--- config.mk ---
export PLATFORM = sky130hd
export DESIGN_NAME = booth4_seq_mult_ctrl
export DESIGN_NICKNAME = d
export VERILOG_FILES = /design/src/rtl/booth4_seq_mult_ctrl.sv
export SDC_FILE = /design/constraint.sdc
export NUM_CORES = 1
export LEC_CHECK = 0
export CORE_MARGIN = 1
export CORE_UTILIZATION = 53
export DETAILED_ROUTE_END_ITERATION = 6
export PLACE_DENSITY_LB_ADDON = 0.15
export SYNTH_ARGS = -nofsm -noshare
export SYNTH_HDL_FRONTEND = slang
export SYNTH_SLANG_ARGS = --single-unit
--- constraint.sdc ---
create_clock -name sys_clk -period 4.5 [get_ports sys_clk]
set_clock_uncertainty 0.2 [all_clocks]
set_input_delay 1.125 -clock sys_clk [delete_from_list [all_inputs] [get_ports sys_clk]]
set_output_delay 1.125 -clock sys_clk [all_outputs]
set_load 0.05 [all_outputs]
--- src/rtl/booth4_seq_mult_ctrl.sv ---
// ---------------------------------------------------------------------------
// booth4_seq_mult_ctrl
//   Iterative radix-4 Booth multiplier for signed DATA_W x DATA_W operands.
//   One partial-product generator and one 2*DATA_W accumulator are reused
//   over ITER = DATA_W/2 cycles. Valid/ready handshakes on both sides.
//
// Ports
//   sys_clk    in   clock, rising edge
//   sys_rst_n  in   synchronous active-low reset
//   in_valid   in   operand pair valid
//   in_ready   out  block can accept operands (state IDLE)
//   a_i        in   multiplicand, signed [DATA_W-1:0]
//   b_i        in   multiplier, signed [DATA_W-1:0]
//   out_valid  out  product valid (state DONE)
//   out_ready  in   consumer accepts product
//   product_o  out  signed product [2*DATA_W-1:0]
//   busy_o     out  high in RUN or DONE
//
// Optional build macro
//   BOOTH4_ZERO_SKIP_EN : a zero operand at accept goes straight to DONE
//                         with a zero product, bypassing RUN.
// ---------------------------------------------------------------------------
module booth4_seq_mult_ctrl #(
  parameter int DATA_W = 16,
  parameter int CNT_W  = 4
) (
  input  logic                  sys_clk,
  input  logic                  sys_rst_n,
  input  logic                  in_valid,
  output logic                  in_ready,
  input  logic [DATA_W-1:0]     a_i,
  input  logic [DATA_W-1:0]     b_i,
  output logic                  out_valid,
  input  logic                  out_ready,
  output logic [2*DATA_W-1:0]   product_o,
  output logic                  busy_o
);

  localparam int PW   = 2 * DATA_W;
  localparam int ITER = DATA_W / 2;

  localparam logic [CNT_W-1:0] LAST_CNT = CNT_W'(ITER - 1);

  localparam logic [1:0] ST_IDLE = 2'd0;
  localparam logic [1:0] ST_RUN  = 2'd1;
  localparam logic [1:0] ST_DONE = 2'd2;

  logic [1:0]        r_state;
  logic [PW-1:0]     r_a;      // multiplicand, pre-shifted by 2 per iteration
  logic [DATA_W:0]   r_q;      // {multiplier, 0}, arithmetic-shifted by 2
  logic [PW-1:0]     r_acc;
  logic [CNT_W-1:0]  r_cnt;
  logic [PW-1:0]     r_prod;

  logic [PW-1:0]     w_a2;
  logic [PW-1:0]     w_pp;
  logic [PW-1:0]     w_sum;

  // Booth radix-4 recoding of the current 3-bit window
  always_comb begin
    w_a2 = r_a << 1;
    w_pp = '0;
    case (r_q[2:0])
      3'b001, 3'b010: w_pp = r_a;
      3'b011:         w_pp = w_a2;
      3'b100:         w_pp = ~w_a2 + PW'(1);
      3'b101, 3'b110: w_pp = ~r_a + PW'(1);
      default:        w_pp = '0;
    endcase
  end

  assign w_sum = r_acc + w_pp;

  always_ff @(posedge sys_clk) begin
    if (!sys_rst_n) begin
      r_state <= ST_IDLE;
      r_a     <= '0;
      r_q     <= '0;
      r_acc   <= '0;
      r_cnt   <= '0;
      r_prod  <= '0;
    end else begin
      case (r_state)
        ST_IDLE: begin
          if (in_valid) begin
            r_a   <= {{DATA_W{a_i[DATA_W-1]}}, a_i};
            r_q   <= {b_i, 1'b0};
            r_acc <= '0;
            r_cnt <= '0;
`ifdef BOOTH4_ZERO_SKIP_EN
            if (a_i == '0 || b_i == '0) begin
              r_prod  <= '0;
              r_state <= ST_DONE;
            end else begin
              r_state <= ST_RUN;
            end
`else
            r_state <= ST_RUN;
`endif
          end
        end
        ST_RUN: begin
          r_acc <= w_sum;
          r_a   <= r_a << 2;
          r_q   <= {{2{r_q[DATA_W]}}, r_q[DATA_W:2]};
          r_cnt <= r_cnt + CNT_W'(1);
          if (r_cnt == LAST_CNT) begin
            // product register only changes on DONE entry
            r_prod  <= w_sum;
            r_state <= ST_DONE;
          end
        end
        ST_DONE: begin
          if (out_ready) r_state <= ST_IDLE;
        end
        default: r_state <= ST_IDLE;
      endcase
    end
  end

  assign in_ready  = (r_state == ST_IDLE);
  assign out_valid = (r_state == ST_DONE);
  assign busy_o    = (r_state == ST_RUN) || (r_state == ST_DONE);
  assign product_o = r_prod;

endmodule

==> flow_summary.json <==
{
  "outcome": "finished, violations left",
  "violations": "design-rule violations, negative setup slack",
  "placeableCoreArea_um2": 14700,
  "tritoncts": "built",
  "setup_violations": 21,
  "detail_route.drc_violations": 2,
  "fill_cells": 1174,
  "tightest_slew_ns": 0.781,
  "ys.warnings.count": 0,
  "synth_flop_cell": "sky130_fd_sc_hd__dfxtp_1",
  "critPathCaptureType": "register",
  "vias": 8807,
  "ff2ff_path_depth": 17,
  "post_drt_via_cell_ratio": 6.25,
  "synth_edf_count": 0,
  "unrepaired_setup_endpoints_after_global_routing": "true",
  "dominant_combinational_cell_family_by_area_after_synthesis": "compound AO/OA/AOI/OAI gates",
  "dpl_cell_area_um2": 9600,
  "clock_latency_ns": 0.44,
  "drtPass1Iterations": 7,
  "buffer_ports.inserted": 70,
  "setup.worst_path.class": "reg -> reg",
  "timing.critical_path.arrival_ns": 4.98,
  "clkSinkCount": 119,
  "syn-mean-instance-area_um2": 7.51,
  "grt_usage_pct": 32.3,
  "die_w_um": 125,
  "yosys.area.top_type_share_pct": 29.6,
  "worst-path-max-fanout": 4,
  "grt_max_degree": 46,
  "root_buffer": "sky130_fd_sc_hd__clkbuf_16",
  "cts_htree_levels": 4,
  "cts_made_buffers": 17,
  "yosysTopAreaCell": "sky130_fd_sc_hd__dfxtp_1",
  "grt_pass1_vias": 8355,
  "ys_top_cells_by_area": "sky130_fd_sc_hd__dfxtp_1, sky130_fd_sc_hd__o21ai_0, sky130_fd_sc_hd__ha_1",
  "fin_total_pwr_uw": 4480,
  "instances_no_fill": 1409,
  "final_period_minus_worst_setup_slack_ns": 4.86,
  "grt_overflow": 0,
  "die_area_um2": 15700,
  "relSlewSlack_pct": 47.9,
  "power.ir.vdd_worst_v": 0.000327,
  "hold_depth": 2,
  "routabilityCongestion": 0.963,
  "detail_route.iter0.violations": 765,
  "synth_seq_area_share_pct": 29.6,
  "clock_path_buffers": 2,
  "max_cap_violations": 0,
  "holdCritPathClass": "reg -> reg",
  "n_antenna_cell": 0,
  "route.final.wire_length_um": 25900,
  "crit_required_ns": 4.63,
  "post_synthesis_cell_count": 1072,
  "syn-num-nets": 1145,
  "dieHeight_um": 125,
  "setup_ws_ns": -0.358,
  "design.portCount": 71,
  "pwrdens_nw_per_um2": 417,
  "muxShareOfSynthArea_pct": 1.38,
  "ys_async_sr_fraction_pct": 0,
  "synth_area_in_compound_gates_pct": 30.0,
  "synth.cells.most_frequent": "sky130_fd_sc_hd__dfxtp_1, sky130_fd_sc_hd__o21ai_0, sky130_fd_sc_hd__nand2_1",
  "drive_gt1_share_pct": 21.1,
  "core.rowCount": 44,
  "final_hold_viol_count": 0,
  "areaGrowthSynthToFinish_pct": 33.4,
  "syn-cell-area_um2": 8050,
  "layout_worst_path_cycle_share_pct": 108,
  "power.static_leakage_uw": 0.00440,
  "final_max_slew_viol_count": 0,
  "yosys.cell_count.top_type": "sky130_fd_sc_hd__dfxtp_1",
  "worstSetupStartpointType": "register",
  "antenna_violating_nets_post_route": 0,
  "starting_density_of_the_core_pct": 54.8,
  "synth-seq-cells": 119,
  "stdcell_area_um2": 10700,
  "nets": 1285,
  "clkSlewWorstSetupHoldPaths_ns": 0.07,
  "max_clock_freq_mhz": 206,
  "cts.hold.buffers_added": 0,
  "grt_antenna_before_repair": 0,
  "placedCellCount": 1355,
  "detailedPlacementHpwl_um": 17000,
  "detailedPlace.worstSlack_ns": -0.280,
  "netlist-cell-type-count": 63,
  "synthSimpleGateAreaFrac_pct": 21.2,
  "average_routed_wire_per_standard_cell_um": 18.3,
  "post_synthesis_share_of_cell_area_spent_on_full_adders_half_adders_and_majority_gates_pct": 5.84,
  "grt_pass1_wl_um": 40800,
  "parity_gate_share_of_the_synthesized_area_counting_xor_and_xnor_cells_pct": 6.53
}
## per-stage QoR
stage	TNS [ns]	utilization, %	hold slack (ns)
2_1_floorplan	-1.77	-	0.229
3_3_place_gp	-2.58	65.3	0.243
3_5_place_dp	-3.76	65.3	0.248
4_1_cts	-1.70	71.0	0.259
5_1_grt	-6.60	73.1	0.279
6_report	-3.02	73.1	0.254
## path summary, 6_finish.rpt
path	slack, ns	from	endpoint
worst min-delay path	0.25	product_o[0]$_SDFFE_PN0P_	product_o[0]$_SDFFE_PN0P_
worst min register to register	0.25	product_o[0]$_SDFFE_PN0P_	product_o[0]$_SDFFE_PN0P_
worst max register to register	-0.36	r_a[5]$_SDFFE_PN0P_	r_acc[27]$_SDFFE_PN0P_
worst max-delay path	-0.36	r_a[5]$_SDFFE_PN0P_	r_acc[27]$_SDFFE_PN0P_
## worst max-delay path: stages (launching register included)
cell and delay (ns):
sky130_fd_sc_hd__dfxtp_2 0.31, sky130_fd_sc_hd__or4_4 0.53, sky130_fd_sc_hd__or3_4 0.39, sky130_fd_sc_hd__nand2b_4 0.15
sky130_fd_sc_hd__or4_4 0.41, sky130_fd_sc_hd__or3_4 0.35, sky130_fd_sc_hd__nand2_2 0.08, sky130_fd_sc_hd__xor2_1 0.14
sky130_fd_sc_hd__o221ai_1 0.13, sky130_fd_sc_hd__ha_1 0.34, sky130_fd_sc_hd__and3_4 0.20, sky130_fd_sc_hd__a221oi_2 0.27
sky130_fd_sc_hd__o31ai_2 0.13, sky130_fd_sc_hd__a32o_1 0.25, sky130_fd_sc_hd__a21oi_2 0.15, sky130_fd_sc_hd__a21boi_1 0.10
sky130_fd_sc_hd__or3_1 0.35, sky130_fd_sc_hd__a32o_1 0.27
## per-layer routing
| layer | vias to the layer above | global-route usage, % | routed length, um |
|---|---|---|---|
| met5 | - | 0 | 0 |
| li1 | 4195 | - | - |
| met4 | 0 | 17.7 | 1260 |
| met1 | 4165 | 38.1 | 10600 |
| met3 | 88 | 6.25 | 1570 |
| met2 | 359 | 55.1 | 12400 |
## cells in the final DEF (no fill, tap or decap), types with 16 or more instances in the layout
cell type,Yosys,layout
sky130_fd_sc_hd__clkbuf_16,0,17
sky130_fd_sc_hd__a21oi_1,84,74
sky130_fd_sc_hd__clkdlybuf4s50_1,0,70
sky130_fd_sc_hd__nand2_1,111,109
sky130_fd_sc_hd__nand3_1,25,23
sky130_fd_sc_hd__xor2_1,35,34
sky130_fd_sc_hd__a21o_1,26,26
sky130_fd_sc_hd__a22oi_1,43,41
sky130_fd_sc_hd__o221ai_1,23,22
sky130_fd_sc_hd__o21ai_1,5,16
sky130_fd_sc_hd__ha_1,36,33
sky130_fd_sc_hd__a211oi_1,21,19
sky130_fd_sc_hd__xnor2_1,25,20
sky130_fd_sc_hd__or3_1,18,16
sky130_fd_sc_hd__dfxtp_1,119,118
sky130_fd_sc_hd__nand3b_1,22,22
sky130_fd_sc_hd__nor2_1,95,92
sky130_fd_sc_hd__nor3_1,19,19
sky130_fd_sc_hd__o21ai_0,112,94
sky130_fd_sc_hd__buf_4,0,146
## registers in the layout, indices dropped and copies added, names as in the netlist
name and flops:
r_cnt 4, r_state 2, r_acc 32, r_q 17, product_o 32, r_a 32
## logic make-up after synthesis
kind of cell               after synthesis
and+or+nand+nor                        352
muxes                                   11
AOI/OAI and AO/OA                      378
buffers and inverters                  115
xor gates and xnor gates                60
DFF                                    119
adders and majority gates               37
## final cells by class
class | count | area, um2 | area share, %
tap | 184 | 230 | 2.14
sequential | 119 | 2380 | 22.2
multi-input combinational | 838 | 5620 | 52.3
clock buffer | 17 | 425 | 3.96
inverter | 16 | 60.1 | 0.559
timing repair buffer | 220 | 1840 | 17.1
clock inverter | 15 | 180 | 1.68
## power breakdown
group	leakage, uW	switching, uW	internal (uW)
combinational	0.00314	1030	784
sequential	0.000970	87.2	1140
clock	0.000296	595	841
## what timing repair did
| action | 4_1_cts | 5_1_grt |
|---|---|---|
| pin swaps | 24 | 29 |
| endpoints found under the setup margin | 33 | 38 |
| resized for setup | 38 | 46 |
| setup buffers | 10 | 12 |
No activity file was read; power rests on OpenSTA's default activity.
